==> src/rtl/sp_mem_arbiter_pkg.sv <==
// Shared types and defaults for the single-port memory arbiter.
package sp_mem_arbiter_pkg;

    localparam int DEPTH_DEF      = 4096;
    localparam int STARVE_LIM_DEF = 4;

    localparam logic [0:0] ST_INIT = 1'b0;
    localparam logic [0:0] ST_RUN  = 1'b1;

    typedef enum logic [1:0] {
        OWN_NONE = 2'd0,
        OWN_IF   = 2'd1,
        OWN_D    = 2'd2
    } owner_t;

    // Word aligned and inside the array.
    function automatic logic addr_ok(input logic [31:0] addr, input int depth);
        return (addr[1:0] == 2'b00) && ({2'b00, addr[31:2]} < 32'(depth));
    endfunction

endpackage

==> src/rtl/sp_mem_arbiter_if.sv <==
// Core-side request/response ports and memory-macro ports of the arbiter.
interface sp_mem_arbiter_if #(
    parameter int AW = 12
);
    logic          ready;
    logic          if_req;
    logic [31:0]   if_addr;
    logic          if_gnt;
    logic          if_rvalid;
    logic [31:0]   if_rdata;
    logic          d_req;
    logic          d_we;
    logic [31:0]   d_addr;
    logic [31:0]   d_wdata;
    logic          d_gnt;
    logic          d_rvalid;
    logic [31:0]   d_rdata;
    logic          err;
    logic          mem_en;
    logic          mem_we;
    logic [AW-1:0] mem_addr;
    logic [31:0]   mem_wdata;
    logic [31:0]   mem_rdata;

    modport master (
        output if_req, if_addr, d_req, d_we, d_addr, d_wdata, mem_rdata,
        input  ready, if_gnt, if_rvalid, if_rdata, d_gnt, d_rvalid, d_rdata,
               err, mem_en, mem_we, mem_addr, mem_wdata
    );

    modport slave (
        input  if_req, if_addr, d_req, d_we, d_addr, d_wdata, mem_rdata,
        output ready, if_gnt, if_rvalid, if_rdata, d_gnt, d_rvalid, d_rdata,
               err, mem_en, mem_we, mem_addr, mem_wdata
    );

endinterface

==> src/rtl/sp_arb_prio.sv <==
// Data-first grant logic with a starvation guard that lets fetch win after
// STARVE_LIM consecutive denials.
module sp_arb_prio #(
    parameter int STARVE_LIM = 4
) (
    input  logic clk,
    input  logic rst_n,
    input  logic i_en,
    input  logic i_if_req,
    input  logic i_d_req,
    output logic o_if_gnt,
    output logic o_d_gnt
);

    localparam int CW = $clog2(STARVE_LIM + 1);

    logic [CW-1:0] r_starve_cnt;
    logic          w_fetch_first;
    logic          w_if_gnt;
    logic          w_d_gnt;

    assign w_fetch_first = i_if_req && (r_starve_cnt == CW'(STARVE_LIM));
    assign w_d_gnt       = i_en && i_d_req && !w_fetch_first;
    assign w_if_gnt      = i_en && i_if_req && !w_d_gnt;
    assign o_if_gnt      = w_if_gnt;
    assign o_d_gnt       = w_d_gnt;

    // Counter only tracks denials while arbitration is live.
    always_ff @(posedge clk) begin
        if (!rst_n) begin
            r_starve_cnt <= '0;
        end else if (i_en) begin
            if (!i_if_req || w_if_gnt) begin
                r_starve_cnt <= '0;
            end else if (r_starve_cnt != CW'(STARVE_LIM)) begin
                r_starve_cnt <= r_starve_cnt + 1'b1;
            end
        end
    end

endmodule

==> src/rtl/sp_mem_arbiter.sv <==
// Shares one single-port memory between fetch and load/store ports, with an
// optional zero-clear sweep after reset.
module sp_mem_arbiter
    import sp_mem_arbiter_pkg::*;
#(
    parameter int DEPTH        = DEPTH_DEF,
    parameter int STARVE_LIM   = STARVE_LIM_DEF,
    parameter bit CLR_ON_RESET = 1'b1
) (
    input logic            clk,
    input logic            rst_n,
    sp_mem_arbiter_if.slave io_bus
);

    localparam int AW = $clog2(DEPTH);

    logic [0:0]    r_state;
    logic [AW-1:0] r_clr_cnt;
    owner_t        r_pend_own;
    logic          r_pend_bad;
    logic [31:0]   r_if_rdata;
    logic [31:0]   r_d_rdata;

    logic          w_run;
    logic          w_if_gnt;
    logic          w_d_gnt;
    logic          w_any_gnt;
    logic [31:0]   w_gnt_addr;
    logic          w_legal;
    logic [31:0]   w_rsp_data;
    logic          w_if_rvalid;
    logic          w_d_rvalid;

    assign w_run = (r_state == ST_RUN);

    sp_arb_prio #(
        .STARVE_LIM (STARVE_LIM)
    ) u_prio (
        .clk      (clk),
        .rst_n    (rst_n),
        .i_en     (w_run),
        .i_if_req (io_bus.if_req),
        .i_d_req  (io_bus.d_req),
        .o_if_gnt (w_if_gnt),
        .o_d_gnt  (w_d_gnt)
    );

    assign w_any_gnt  = w_if_gnt || w_d_gnt;
    assign w_gnt_addr = w_d_gnt ? io_bus.d_addr : io_bus.if_addr;
    assign w_legal    = addr_ok(w_gnt_addr, DEPTH);

    always_comb begin
        io_bus.mem_en    = 1'b1;
        io_bus.mem_we    = 1'b1;
        io_bus.mem_addr  = r_clr_cnt;
        io_bus.mem_wdata = '0;
        if (w_run) begin
            io_bus.mem_en    = w_any_gnt && w_legal;
            io_bus.mem_we    = w_any_gnt && w_legal && w_d_gnt && io_bus.d_we;
            io_bus.mem_addr  = w_gnt_addr[AW+1:2];
            io_bus.mem_wdata = io_bus.d_wdata;
        end
    end

    // A rejected read still answers, with zero data instead of the macro output.
    assign w_rsp_data  = r_pend_bad ? 32'd0 : io_bus.mem_rdata;
    assign w_if_rvalid = (r_pend_own == OWN_IF);
    assign w_d_rvalid  = (r_pend_own == OWN_D);

    always_ff @(posedge clk) begin
        if (!rst_n) begin
            r_state    <= CLR_ON_RESET ? ST_INIT : ST_RUN;
            r_clr_cnt  <= '0;
            r_pend_own <= OWN_NONE;
            r_pend_bad <= 1'b0;
            r_if_rdata <= '0;
            r_d_rdata  <= '0;
        end else begin
            if (r_state == ST_INIT) begin
                r_clr_cnt <= r_clr_cnt + 1'b1;
                if (r_clr_cnt == AW'(DEPTH - 1)) begin
                    r_state <= ST_RUN;
                end
            end
            r_pend_bad <= w_any_gnt && !w_legal;
            if (w_if_gnt) begin
                r_pend_own <= OWN_IF;
            end else if (w_d_gnt && !io_bus.d_we) begin
                r_pend_own <= OWN_D;
            end else begin
                r_pend_own <= OWN_NONE;
            end
            if (w_if_rvalid) begin
                r_if_rdata <= w_rsp_data;
            end
            if (w_d_rvalid) begin
                r_d_rdata <= w_rsp_data;
            end
        end
    end

    assign io_bus.ready     = w_run;
    assign io_bus.if_gnt    = w_if_gnt;
    assign io_bus.d_gnt     = w_d_gnt;
    assign io_bus.if_rvalid = w_if_rvalid;
    assign io_bus.d_rvalid  = w_d_rvalid;
    assign io_bus.if_rdata  = w_if_rvalid ? w_rsp_data : r_if_rdata;
    assign io_bus.d_rdata   = w_d_rvalid ? w_rsp_data : r_d_rdata;
    assign io_bus.err       = r_pend_bad;

endmodule

==> src/flat_wrapper.sv <==
// flat-port wrapper written by rule: the top's interface ports become plain ports
module sp_mem_arbiter_flat import sp_mem_arbiter_pkg::*;
#(
    parameter int DEPTH        = DEPTH_DEF,
    parameter int STARVE_LIM   = STARVE_LIM_DEF,
    parameter bit CLR_ON_RESET = 1'b1
)
  (clk, rst_n, io_bus_if_req, io_bus_if_addr, io_bus_d_req, io_bus_d_we, io_bus_d_addr, io_bus_d_wdata, io_bus_mem_rdata, io_bus_ready, io_bus_if_gnt, io_bus_if_rvalid, io_bus_if_rdata, io_bus_d_gnt, io_bus_d_rvalid, io_bus_d_rdata, io_bus_err, io_bus_mem_en, io_bus_mem_we, io_bus_mem_addr, io_bus_mem_wdata);
  sp_mem_arbiter_if #(.AW(12)) io_bus_i ();
  input logic clk;
  input logic rst_n;
  input wire logic [$bits(io_bus_i.if_req)-1:0] io_bus_if_req;
  input wire logic [$bits(io_bus_i.if_addr)-1:0] io_bus_if_addr;
  input wire logic [$bits(io_bus_i.d_req)-1:0] io_bus_d_req;
  input wire logic [$bits(io_bus_i.d_we)-1:0] io_bus_d_we;
  input wire logic [$bits(io_bus_i.d_addr)-1:0] io_bus_d_addr;
  input wire logic [$bits(io_bus_i.d_wdata)-1:0] io_bus_d_wdata;
  input wire logic [$bits(io_bus_i.mem_rdata)-1:0] io_bus_mem_rdata;
  output wire logic [$bits(io_bus_i.ready)-1:0] io_bus_ready;
  output wire logic [$bits(io_bus_i.if_gnt)-1:0] io_bus_if_gnt;
  output wire logic [$bits(io_bus_i.if_rvalid)-1:0] io_bus_if_rvalid;
  output wire logic [$bits(io_bus_i.if_rdata)-1:0] io_bus_if_rdata;
  output wire logic [$bits(io_bus_i.d_gnt)-1:0] io_bus_d_gnt;
  output wire logic [$bits(io_bus_i.d_rvalid)-1:0] io_bus_d_rvalid;
  output wire logic [$bits(io_bus_i.d_rdata)-1:0] io_bus_d_rdata;
  output wire logic [$bits(io_bus_i.err)-1:0] io_bus_err;
  output wire logic [$bits(io_bus_i.mem_en)-1:0] io_bus_mem_en;
  output wire logic [$bits(io_bus_i.mem_we)-1:0] io_bus_mem_we;
  output wire logic [$bits(io_bus_i.mem_addr)-1:0] io_bus_mem_addr;
  output wire logic [$bits(io_bus_i.mem_wdata)-1:0] io_bus_mem_wdata;
  assign io_bus_i.if_req = io_bus_if_req;
  assign io_bus_i.if_addr = io_bus_if_addr;
  assign io_bus_i.d_req = io_bus_d_req;
  assign io_bus_i.d_we = io_bus_d_we;
  assign io_bus_i.d_addr = io_bus_d_addr;
  assign io_bus_i.d_wdata = io_bus_d_wdata;
  assign io_bus_i.mem_rdata = io_bus_mem_rdata;
  assign io_bus_ready = io_bus_i.ready;
  assign io_bus_if_gnt = io_bus_i.if_gnt;
  assign io_bus_if_rvalid = io_bus_i.if_rvalid;
  assign io_bus_if_rdata = io_bus_i.if_rdata;
  assign io_bus_d_gnt = io_bus_i.d_gnt;
  assign io_bus_d_rvalid = io_bus_i.d_rvalid;
  assign io_bus_d_rdata = io_bus_i.d_rdata;
  assign io_bus_err = io_bus_i.err;
  assign io_bus_mem_en = io_bus_i.mem_en;
  assign io_bus_mem_we = io_bus_i.mem_we;
  assign io_bus_mem_addr = io_bus_i.mem_addr;
  assign io_bus_mem_wdata = io_bus_i.mem_wdata;
  sp_mem_arbiter #(.DEPTH(DEPTH), .STARVE_LIM(STARVE_LIM), .CLR_ON_RESET(CLR_ON_RESET)) u_core (.clk(clk), .rst_n(rst_n), .io_bus(io_bus_i));
endmodule
==> config.mk <==
export PLATFORM = sky130hd
export DESIGN_NAME = sp_mem_arbiter_flat
export DESIGN_NICKNAME = d
export VERILOG_FILES = /design/src/rtl/sp_mem_arbiter_pkg.sv /design/src/rtl/sp_mem_arbiter_if.sv /design/src/rtl/sp_arb_prio.sv /design/src/rtl/sp_mem_arbiter.sv /design/src/flat_wrapper.sv
export SDC_FILE = /design/constraint.sdc
export NUM_CORES = 1
export LEC_CHECK = 0
export BUFFER_PORTS_ARGS = -buffer_cell sky130_fd_sc_hd__buf_2
export CORE_ASPECT_RATIO = 0.5
export CORE_MARGIN = 1
export CORE_UTILIZATION = 45
export CTS_BUF_LIST = sky130_fd_sc_hd__clkbuf_16
export DETAILED_ROUTE_END_ITERATION = 8
export GPL_TIMING_DRIVEN = 0
export PLACE_DENSITY_LB_ADDON = 0.15
export SLEW_MARGIN = 20
export SYNTH_ARGS = -nofsm -noshare
export SYNTH_HDL_FRONTEND = slang
export SYNTH_SLANG_ARGS = --single-unit
==> constraint.sdc <==
create_clock -name clk -period 4.1 [get_ports clk]
set_input_delay 0.205 -clock clk [delete_from_list [all_inputs] [get_ports clk]]
set_output_delay 0.205 -clock clk [all_outputs]
set_load 0.01 [all_outputs]
* After elaboration in Yosys (flattened, before gate mapping)
Cells that the tools add are included.
** Storage, ports and cells
- Latch bits :: 0
- Memory bits (writable) :: 0
- Word-level logic and storage cells :: 53
- Output and inout bits :: 116
- Memories kept :: 0
- Bits of input ports :: 133
- Register bits after elaboration :: 83
- ROM bits :: 0
** Cells by class
- Shift operators :: 0
- Bitwise operators :: 1
- Div/mod/pow operators :: 0
- Eq/ne operators :: 5
- $add $sub $neg :: 2
- $mul :: 0
- Multiplexer cells :: 14
- $lt $le $gt $ge :: 1
- Reduce and logical (&&, ||, !) cells :: 22
** Operator list (count)
- 32-bit 2-to-1 mux :: 5
- 30-bit by 13-bit less-than comparator with 1-bit output, second input constant :: 1
- 12-bit by 1-bit adder with 12-bit output, second input constant :: 1
- 12-bit == test, second input constant :: 1
- 12-bit 2-to-1 mux :: 1
- 1-bit logical AND :: 11
- 3-bit 2-to-1 mux :: 2
- 1-bit zero test :: 5
- 1-bit 2-to-1 mux :: 5
- 3-bit by 1-bit adder with 3-bit output, second input constant :: 1
- 3-bit == test, second input constant :: 1
- 3-bit != test, second input constant :: 1
- 2-bit by 1-bit == test with 1-bit output, second input constant :: 1
- 2-bit == test, second input constant :: 1
- 2-bit zero test :: 1
- 1-bit logical OR :: 2
- 2-bit 2-to-1 mux :: 1
- 2-bit AND reduction :: 1
- 2-bit nonzero test :: 1
- 2-bit OR reduction :: 1
- 1-bit NOT :: 1

* Logic depth before layout (Yosys ltp)
Gate-level depths: netlist (run 1).
- Depth after elaboration :: 11
- Gate-level depth with buffers :: 8
- Mapped depth without buffers :: 7

* Hierarchy
From an unflattened synthesis (run 1), not the netlist that was laid out.
** Unflattened totals
- Cell total of the unflattened synthesis :: 503
- Area total of the unflattened synthesis :: 4008.8 um^2
** By module, submodules not included
- sp_mem_arbiter :: sequential area each 1601.5 um^2, area each 3819.9 um^2, cells an instance 479, instances 1
- sp_arb_prio :: sequential area each 60.1 um^2, area each 188.9 um^2, cells an instance 24, instances 1

* Least setup slack after synthesis (run 1)
Ideal clock, no wire load.
- Kind :: reg2out
- Start point :: register u_core.u_prio.r_starve_cnt[0]
- End point :: output io_bus_mem_we
- Setup slack :: 2334 ps
- Data required time :: 3895 ps
- Stages on the path, launching flop included :: 7
- Arrival :: 1561 ps
- Path buffers :: 1
- Cells stage by stage :: dfxtp_1 > inv_1 > ha_1 > nand3_1 > nand3_2 > clkbuf_1 > o41ai_1
** Between the ends
- Word-level cells in the longest chain between the ends :: 11
- Elaborated cells on any way between the ends :: 15
- Those cells by class :: order compare (1); eq/ne (1); mux (2); reduce/logical (11)
** Ends and longest elaborated chain
- from (decl) :: RTL line sp_arb_prio.sv:17 : logic [CW-1:0] r_starve_cnt;
- from (signal assigned) :: RTL line sp_arb_prio.sv:36 : r_starve_cnt <= r_starve_cnt + 1'b1;
- 3-bit == test * :: RTL line sp_arb_prio.sv:22 : assign w_fetch_first = i_if_req && (r_starve_cnt == CW'(STARVE_LIM));
- 1-bit logical AND * :: RTL line sp_arb_prio.sv:22
- 1-bit zero test * :: RTL line sp_arb_prio.sv:23 : assign w_d_gnt = i_en && i_d_req && !w_fetch_first;
- 1-bit logical AND * :: RTL line sp_arb_prio.sv:23
- 32-bit 2-to-1 mux / 1-bit zero test (equally long branches) :: RTL line sp_mem_arbiter.sv:49, sp_arb_prio.sv:24
- 30-bit by 13-bit less-than comparator with 1-bit output (tied with other cells) :: RTL line sp_mem_arbiter_pkg.sv:18 : return (addr[1:0] == 2'b00) && ({2'b00, addr[31:2]} < 32'(depth));
- 1-bit logical AND / 1-bit logical OR (equally long branches) :: RTL line sp_mem_arbiter_pkg.sv:18, sp_mem_arbiter.sv:48
- 1-bit logical AND :: RTL line sp_mem_arbiter.sv:59 : io_bus.mem_we = w_any_gnt && w_legal && w_d_gnt && io_bus.d_we;
- 1-bit logical AND * (2 in series) :: RTL line sp_mem_arbiter.sv:59
- 1-bit 2-to-1 mux * :: RTL line sp_mem_arbiter.sv:57 : if (w_run) begin
- to (decl) :: RTL line flat_wrapper.sv:28 : output wire logic [$bits(io_bus_i.mem_we)-1:0] io_bus_mem_we;
Mark *: on every way between the ends. The rest lies on a longest branch, timed or not.

* Final worst setup path (run 1)
Ends and elaborated chain as after synthesis.

==> impl_metrics.tcl, run 1 <==
set metrics [dict create \
    cp_max_fo 10 \
    syn_to_final_growth_pct 42.1 \
    synth-seq-cells 83 \
    run_status "finished, final reports clean" \
    max_freq_mhz 413 \
    power_frac_seq 0.468 \
    async_flop_share 0 \
    ys.flop_type "dfxtp_1" \
    dr.first_iter.drc_count 159 \
    p_comb_frac 0.063 \
    post-cts-setup-buffers 0 \
    cts_resized 0 \
    synth_mux_area_frac 0.00251 \
    crit_path_max_incr_delay_ps 450 \
    yosysUniqueCellTypes 40 \
    yosysMostFrequentCell "and2_1" \
    ant_nets 0 \
    gp_congestion 0.846 \
    slew_headroom 0.653 \
    internal-power_mw 1.34 \
    synthXorXnorAreaFrac 0.0198 \
    cts-buffers-inserted 9 \
    grt_pass1_wl_mm 18.6 \
    final-hold-violation-count 0 \
    synth_top_family_by_area "simple AND/OR/NAND/NOR gates" \
    num_vias 4322 \
    setup_violations 0 \
    finClkSkew_ps 8.97 \
    synth_compound_area_frac 0.130 \
    yosys_warnings 0 \
    p_switching_mw 0.391 \
    drive_above_1_share 0.353 \
    io_pins 249 \
    rrSetupSlack_ps 2380 \
    swShare 0.225 \
    antenna_cells 0 \
    syn_area_per_cell_um2 7.84 \
    nFillCells 736 \
    power.density_nw_per_um2 306 \
    synthesis.instances 508 \
    grt.total_usage 0.267 \
    rsz0062_at_grt "no" \
    peakVddDrop_uv 217 \
    synth_edf_count 0 \
    worst_hold_slack_ps 187 \
    seqCellArea_um2 1660 \
    report.final.slew_viol_count 0 \
    netlist.top_cell.by_area "dfxtp_1" \
    yosys.area_share.adder 0.00943 \
    synth_nets 644 \
    synth_simple_gate_area_share 0.376 \
    dieArea_um2 9250 \
    critPathSlowestCell "o41ai_1" \
    netlist_top_cells_count "107 x and2_1, 86 x nand2_1, 83 x dfxtp_1" \
    clk_root_buffer_cell "clkbuf_16" \
    nets 902 \
    cts_tree "yes" \
    htreeDepth 3 \
    netlist_area_um2 3980 \
    firstDrtPassIters 5 \
    min_period_ps 2420 \
    via_per_inst 4.89 \
    ys_top_cells_by_area "dfxtp_1 42%, and2_1 17%, nand2_1 8.1%, o21ai_1 7.7%, nand2b_1 5.5%" \
    hp-class "input port to register" \
    crit_required_ps 3890 \
    cts.clk_slew.worst_paths_ps 60 \
    initial_core_util 0.481 \
    core_um2 8290 \
    seq_area_frac_synth 0.417 \
    fp-row-count 23 \
    multiInputGateArea_um2 2140 \
    crit_chain "inv_1, ha_1, nand3_1, nand3_2, clkbuf_1, o41ai_1, buf_2" \
    dp_hpwl_mm 9.47 \
    die_width_um 135 \
    path_class "register to output port" \
    port_buffers 247 \
    grt_pass1_vias 3882 \
    worstPathArrival_ps 2210 \
    min_period_over_period 0.590 \
    grt_max_degree 16 \
    antenna_found_initial 0 \
    clock_power_share 0.469 \
    start_kind "register" \
    leakage_nw 2.87 \
    tns_ps 0 \
    power_mw 1.73 \
    cts_hold_buf 0 \
    cap_violations 0 \
    clock_sink_count 83 \
    utilization 0.683 \
    synth_top_area_frac 0.417 \
    route.detailed.drc 0 \
    routed_wirelength_mm 12.3 \
    clock_path_buffers 2 \
    die_y_um 68.5 \
    worstMarginPinSlew_ps 520 \
    wl_per_cell_um 13.9 \
    critPathCaptureType "output port" \
    grt_overflow 0 \
    clk-insertion-delay-late_ps 350 \
]
[critical path, delay by kind of cell, from the launching register on]
family	cells	cell delay [ps]
AO/OA/AOI/OAI	1	450
buffers and inverters	3	550
flip-flops	1	360
adder cells (fa/ha/maj)	1	210
AND/OR/NAND/NOR	2	290
[layout make-up]
class	count	share of cell area
Multi-Input combinational cell	381	0.378
Sequential cell	83	0.294
Timing Repair Buffer	247	0.218
Clock buffer	9	0.0398
Buffer	36	0.0263
Tap cell	112	0.0248
Clock inverter	7	0.0135
Inverter	8	0.00531
[registers in the layout (all words and copies together) (netlist names)]
signal	cells
u_core.io_bus.ready	1
u_core.r_d_rdata	32
u_core.u_prio.r_starve_cnt	3
u_core.io_bus.err	1
u_core.r_if_rdata	32
u_core.r_pend_own	2
u_core.r_clr_cnt	12
[placed cells by master, fill, tap and decap left out, types with 8 or more instances in the layout]
cell / count
buf_2: 252
and2_1: 107
nand2_1: 86
dfxtp_1: 83
o21ai_1: 61
nand2b_1: 35
clkbuf_1: 23
nor2_1: 9
clkbuf_16: 9
nand3_1: 8
nor4_1: 8
[final timing paths]
| path | from | to | cells after the start |
|---|---|---|---|
| max reg2reg | u_core.u_prio.r_starve_cnt[0] | u_core.r_pend_own[0] | 7 |
| min reg2reg | u_core.u_prio.r_starve_cnt[0] | u_core.u_prio.r_starve_cnt[0] | 2 |
| min | io_bus_if_req | u_core.u_prio.r_starve_cnt[0] | 3 |
| max | u_core.u_prio.r_starve_cnt[0] | io_bus_mem_we | 7 |
[logic make-up (layout without fill, tap and decap cells)]
family          count (synthesis)  count (layout)
simple gates                  278             278
compound gates                 90              90
mux                             1               1
flops                          83              83
buf+inv                        44             307
xor+xnor                        9               9
fa+ha+maj                       3               3
[routing by layer]
metal | track usage | wire length, µm | up-vias
li1 | - | - | 2194
met2 | 0.481 | 6000 | 129
met5 | 0 | 0 | -
met4 | 0.0801 | 127 | 0
met3 | 0.0658 | 645 | 8
met1 | 0.323 | 5530 | 1991
[per-stage QoR]
step / instances / cell area, µm² / setup slack, ps
5_1_grt: 883 / 5660 / 1560
6_report: 883 / 5660 / 1680
3_3_place_gp: 867 / 5360 / 2100
2_1_floorplan: 508 / 3980 / 2330
4_1_cts: 883 / 5660 / 1680
3_5_place_dp: 867 / 5360 / 2100
[power groups by stage]
stage	logic (mW)	registers (mW)	clock network, mW
after floorplan	0.0343	0.829	0
after global placement	0.107	0.830	0
after detailed placement	0.108	0.830	0
after CTS	0.109	0.812	0.824
after global routing	0.120	0.812	0.859
final	0.109	0.812	0.813
No activity file was read; power rests on OpenSTA's default activity.
==> run 2, diff against run 1 <==
Settings changed: ABC_AREA from default to 1, CORE_UTILIZATION 45 to 40.
Clock period 4.1 ns to 2.1 ns, I/O delays scaled along.
==> run 2 against run 1 <==
Against the previous run: core utilization decreased by 9.9 points; critical path type unchanged; critical endpoint is now io_bus_mem_addr[0]; largest cell class unchanged; clock power increased by 92%; power increased by 95%; wire length increased by 5.4%.
==> impl_metrics.tcl, run 2 <==
set metrics [dict create \
    clock_path_buffers 2 \
    crit_required_ps 2000 \
    yosys_warnings 0 \
    seq_area_frac_synth 0.385 \
    power_mw 3.38 \
    die_width_um 149 \
    nets 1096 \
    synth-seq-cells 83 \
    cts_resized 0 \
    route.detailed.drc 0 \
    setup_violations 0 \
    finClkSkew_ps 7.20 \
    drive_above_1_share 0.320 \
    io_pins 249 \
    synth_edf_count 0 \
    grt_pass1_wl_mm 20.4 \
    async_flop_share 0 \
    layout_commonest_cell "nand2_1" \
    crit_chain "inv_1, ha_1, nand3_2, nand2_4, inv_4, buf_6, nor3_2, nor3_1, buf_2" \
    core_um2 10300 \
    die_y_um 75.5 \
    netlist_area_um2 4320 \
    grt_max_degree 15 \
    crit_path_max_incr_delay_ps 330 \
    ant_nets 0 \
    clk_root_buffer_cell "clkbuf_16" \
    synthesis.instances 700 \
    dp_hpwl_mm 10.2 \
    multiInputGateArea_um2 2090 \
    leakage_nw 3.72 \
    grt.total_usage 0.232 \
    path_class "register to output port" \
    grt_pass1_vias 4384 \
    worstMarginPinSlew_ps 574 \
    dr.first_iter.drc_count 160 \
    power.density_nw_per_um2 559 \
    via_per_inst 4.50 \
    num_vias 4971 \
    syn_to_final_growth_pct 39.9 \
    largestRegisters "u_core.r_d_rdata x32, u_core.r_if_rdata x32, u_core.r_clr_cnt x12" \
    ys.flop_type "dfxtp_1" \
    routed_wirelength_mm 13.0 \
    hp-class "input port to register" \
    cts-buffers-inserted 9 \
    synth_nets 836 \
    cp_max_fo 10 \
    wl_per_cell_um 11.7 \
    yosysMostFrequentCell "nand2_1" \
    run_status "finished, final reports clean" \
    rsz0062_at_grt "no" \
    seqCellArea_um2 1660 \
    final-hold-violation-count 0 \
    critPathSlowestCell "dfxtp_1" \
    antenna_found_initial 0 \
    port_buffers 248 \
    worstPathArrival_ps 1790 \
    slew_headroom 0.617 \
    initial_core_util 0.418 \
    cts_tree "yes" \
    netlist_top_cells_count "266 x nand2_1, 92 x inv_1, 83 x dfxtp_1" \
    min_period_ps 1890 \
    grt_overflow 0 \
    layout_common_cells "266 x nand2_1, 265 x buf_2, 93 x inv_1" \
    min_period_over_period 0.902 \
    cts.clk_slew.worst_paths_ps 60 \
    cap_violations 0 \
    syn_area_per_cell_um2 6.17 \
    nFillCells 1048 \
    peakVddDrop_uv 432 \
    tns_ps 0 \
    firstDrtPassIters 4 \
    yosysUniqueCellTypes 31 \
    dieArea_um2 11200 \
    antenna_cells 0 \
    max_freq_mhz 528 \
    synth_top_area_frac 0.385 \
    ys_top_cells_by_area "dfxtp_1 38%, nand2_1 23%, a21oi_1 9.3%, inv_1 8.0%, nor2_1 7.0%" \
    htreeDepth 3 \
    clk-insertion-delay-late_ps 340 \
    clock_sink_count 83 \
    fp-row-count 26 \
    report.final.slew_viol_count 0 \
    netlist.top_cell.by_area "dfxtp_1" \
    start_kind "register" \
    gp_congestion 0.848 \
    critPathCaptureType "output port" \
]
==> run 2: cell types whose count changed in the layout (fill, tap and decap cells not counted), sizes merged, moves of 12 or more <==
cell and delta:
inv +90, nand2 +184, and2 -106, nand2b -35
buf +12, o21ai -51, a21oi +78, nor2 +75
clkbuf -14
==> run 2: worst max-delay path: cells and delay by family (launching register included) <==
family,cells,cell delay (ps)
flops,1,330
fa+ha+maj,1,210
buf+inv,4,520
simple gates,4,390
==> run 2: through the flow <==
stage,area [µm²],setup WS [ps],hold slack [ps],instances,utilization
floorplan,4320,752,182,700,-
global route,6040,97.5,98.6,1105,0.584
detailed placement,5740,533,331,1088,0.554
CTS,6040,163,85.8,1105,0.584
finish,6040,206,97.7,1105,0.584
global placement,5740,535,332,1088,0.554
==> run 2: worst paths after layout <==
path	startpoint	end	slack (ps)	depth (start not counted)
worst max-delay path	u_core.u_prio.r_starve_cnt[0]	io_bus_mem_addr[0]	210	9
worst max register to register	u_core.r_clr_cnt[1]	u_core.r_clr_cnt[10]	670	6
worst min-delay path	io_bus_if_req	u_core.u_prio.r_starve_cnt[1]	100	3
worst min register to register	u_core.r_if_rdata[7]	u_core.r_if_rdata[7]	470	2
==> run 2: power breakdown <==
part	switching [mW]	internal, mW	total [mW]
Clock	0.642	0.916	1.56
Combinational	0.114	0.119	0.233
Sequential	0.00648	1.58	1.59
Total	0.763	2.61	3.38
==> run 2: final cells by class <==
type,count,area share
sequential,83,0.275
timing repair buffer,249,0.207
inverter,101,0.0638
clock buffer,9,0.0373
buffer,33,0.0302
tap,140,0.0290
clock inverter,7,0.0116
multi-input combinational,483,0.346
==> run 2: layer usage <==
layer | part of all wire | global-route usage | routed length, µm | vias up
li1 | - | - | - | 2664
met1 | 0.44 | 0.284 | 5700 | 2176
met2 | 0.50 | 0.424 | 6520 | 123
met3 | 0.051 | 0.0503 | 662 | 8
met4 | 0.0062 | 0.0567 | 80 | 0
met5 | 0 | 0 | 0 | -
==> run 2: kinds of logic after synthesis <==
logic type	after synthesis	synth area share
AO/OA/AOI/OAI	105	0.128
adder cells (fa/ha/maj)	3	0.00869
buffers and inverters	134	0.132
flip-flops	83	0.385
AND/OR/NAND/NOR	375	0.347
==> run 2: what timing repair did <==
item	CTS	global route
endpoints found under the hold margin	1	0
buffers inserted	0	0
hold buffers	1	0
==> run 3, diff against run 2 <==
Settings changed: PLACE_DENSITY from default to 0.76, PLACE_DENSITY_LB_ADDON 0.15 to default, SETUP_SLACK_MARGIN from default to 0.5.
==> run 3 against run 2 <==
Against the previous run: cell count is 2.9% higher; non-clock buffer count increased by 32; power is 2.1% lower; critical path type unchanged; first-iteration DRC count is 120% higher.
==> impl_metrics.tcl, run 3 (synthesis gave the netlist of run 2 again) <==
set metrics [dict create \
    grt_max_degree 13 \
    run_status "finished, final reports clean" \
    worstPathArrival_ps 1660 \
    syn_to_final_growth_pct 63.0 \
    placed_area_um2 5740 \
    port_buffers 248 \
    crit_required_ps 2000 \
    slew_headroom 0.611 \
    rrSetupSlack_ps 490 \
    leakage_nw 4.06 \
    firstDrtPassIters 5 \
    clk_root_buffer_cell "clkbuf_16" \
    gp_congestion 0.869 \
    initial_core_util 0.418 \
    final-hold-violation-count 0 \
    report.final.slew_viol_count 0 \
    worstMarginPinSlew_ps 584 \
    grt_pass1_wl_mm 20.5 \
    finClkSkew_ps 5.15 \
    num_vias 5358 \
    setup_slack_ps 340 \
    max_freq_mhz 568 \
    min_period_ps 1760 \
    hp-class "input port to register" \
    fp-row-count 26 \
    place_ws_ps 610 \
    critPathCaptureType "output port" \
    cts_tree "yes" \
    setup_violations 0 \
    internal-power_mw 2.59 \
    cap_violations 0 \
    wl_per_cell_um 13.5 \
    io_pins 249 \
    start_kind "register" \
    peakVddDrop_uv 321 \
    nFillCells 872 \
    core_um2 10300 \
    placed_cells 1088 \
    die_width_um 149 \
    p_switching_mw 0.715 \
    dr.first_iter.drc_count 356 \
    route.detailed.drc 0 \
    startpoint "u_core.u_prio.r_starve_cnt[0]" \
    dp_hpwl_mm 10.6 \
    p_comb_frac 0.074 \
    ant_nets 0 \
    dieArea_um2 11200 \
    r2r_end "u_core.io_bus.err" \
    grt_overflow 0 \
    clk-insertion-delay-late_ps 340 \
    largestRegisters "u_core.r_d_rdata x32, u_core.r_if_rdata x32, u_core.r_clr_cnt x12" \
    min_from "io_bus_d_we" \
    cts.clk_slew.worst_paths_ps 50 \
    whs_endpoint "u_core.r_pend_own[1]" \
    antenna_found_initial 1 \
    stdcell_area_um2 7040 \
    holdPathStages 2 \
    power.density_nw_per_um2 470 \
    htreeDepth 3 \
    power_frac_seq 0.480 \
    instances_no_fill 1137 \
    tns_ps 0 \
    clock_sink_count 83 \
    die_y_um 75.5 \
    rsz0062_at_grt "yes" \
    worstRegToRegCells 13 \
    via_per_inst 4.71 \
    layout_commonest_cell "buf_2" \
    min_period_over_period 0.838 \
    layout_common_cells "232 x buf_2, 208 x nand2_1, 91 x inv_1" \
    path_class "register to output port" \
    grt.total_usage 0.237 \
    worst_hold_slack_ps 9.73 \
    cts-buffers-inserted 9 \
    nets 1128 \
    grt_pass1_vias 4481 \
    swShare 0.216 \
    timing.rr.start "u_core.u_prio.r_starve_cnt[0]" \
    clock_power_share 0.446 \
    clock_path_buffers 2 \
    drive_above_1_share 0.419 \
    routed_wirelength_mm 15.3 \
    cp_max_fo 8 \
]
-- run 3: cell count changes in the layout (fill, tap and decap cells not counted), sizes merged --
cell	previous run	this run
clkbuf	18	26
dlygate4sd3	1	0
buf	272	297
diode	0	1
clkinvlp	2	0
clkinv	6	7
-- run 3: what timing repair did --
item / CTS / global route
pin swaps: 3 / 8
setup buffers: 10 / 16
gates cloned: 0 / 7
endpoints found under the setup margin: 25 / 78
gates resized for setup: 18 / 173
hold buffers: 0 / 0
-- run 3: routing by layer --
layer / global-route usage / wire (µm) / vias up / part of all wire
li1: - / - / 2723 / -
met1: 0.273 / 6270 / 2444 / 0.41
met2: 0.433 / 7830 / 162 / 0.51
met3: 0.0635 / 875 / 29 / 0.057
met4: 0.0862 / 343 / 0 / 0.022
met5: 0 / 0 / - / 0
-- run 3: power groups by stage --
| stage | clock network (mW) | logic [mW] | registers [mW] |
|---|---|---|---|
| global route | 1.56 | 0.275 | 1.59 |
| CTS | 1.50 | 0.237 | 1.59 |
| finish | 1.48 | 0.246 | 1.59 |
| detailed placement | 0 | 0.234 | 1.62 |
| floorplan | 0 | 0.0831 | 1.62 |
| global placement | 0 | 0.233 | 1.62 |
-- run 3: worst max-delay path by stage --
| stage | endpoint | slack [ps] | cells after the start |
|---|---|---|---|
| 2_1_floorplan | io_bus_mem_addr[0] | 750 | 8 |
| 4_1_cts | io_bus_mem_addr[4] | 400 | 9 |
| 6_report | io_bus_mem_addr[4] | 340 | 9 |
| 5_1_grt | io_bus_mem_addr[4] | 260 | 9 |
| 3_5_place_dp | io_bus_mem_addr[4] | 610 | 9 |
| 3_3_place_gp | io_bus_mem_addr[7] | 620 | 9 |
-- run 3: critical path, cell delays in order, from the launching register on --
cell and delay [ps]:
dfxtp_2 340, inv_2 50, ha_4 160, nand3_4 90, nand2_8 80, inv_8 90
buf_8 120, nand2_1 80, a21oi_2 160, buf_2 150
-- run 3: stage by stage --
step / util / power (mW)
2_1_floorplan: - / 1.70
3_3_place_gp: 0.554 / 1.85
3_5_place_dp: 0.554 / 1.85
4_1_cts: 0.595 / 3.32
5_1_grt: 0.680 / 3.42
6_report: 0.681 / 3.31
-- run 3: area by class of cell --
cell class                      count  area, µm²  share of cell area
Clock inverter                      6       50.0             0.00711
Timing Repair Buffer              281       1750               0.249
Inverter                          101        405              0.0576
Tap cell                          140        175              0.0249
Antenna cell                        1       2.50            0.000355
Clock buffer                        9        225              0.0320
Buffer                             33        303              0.0430
Multi-Input combinational cell    483       2460               0.350
Sequential cell                    83       1670               0.237
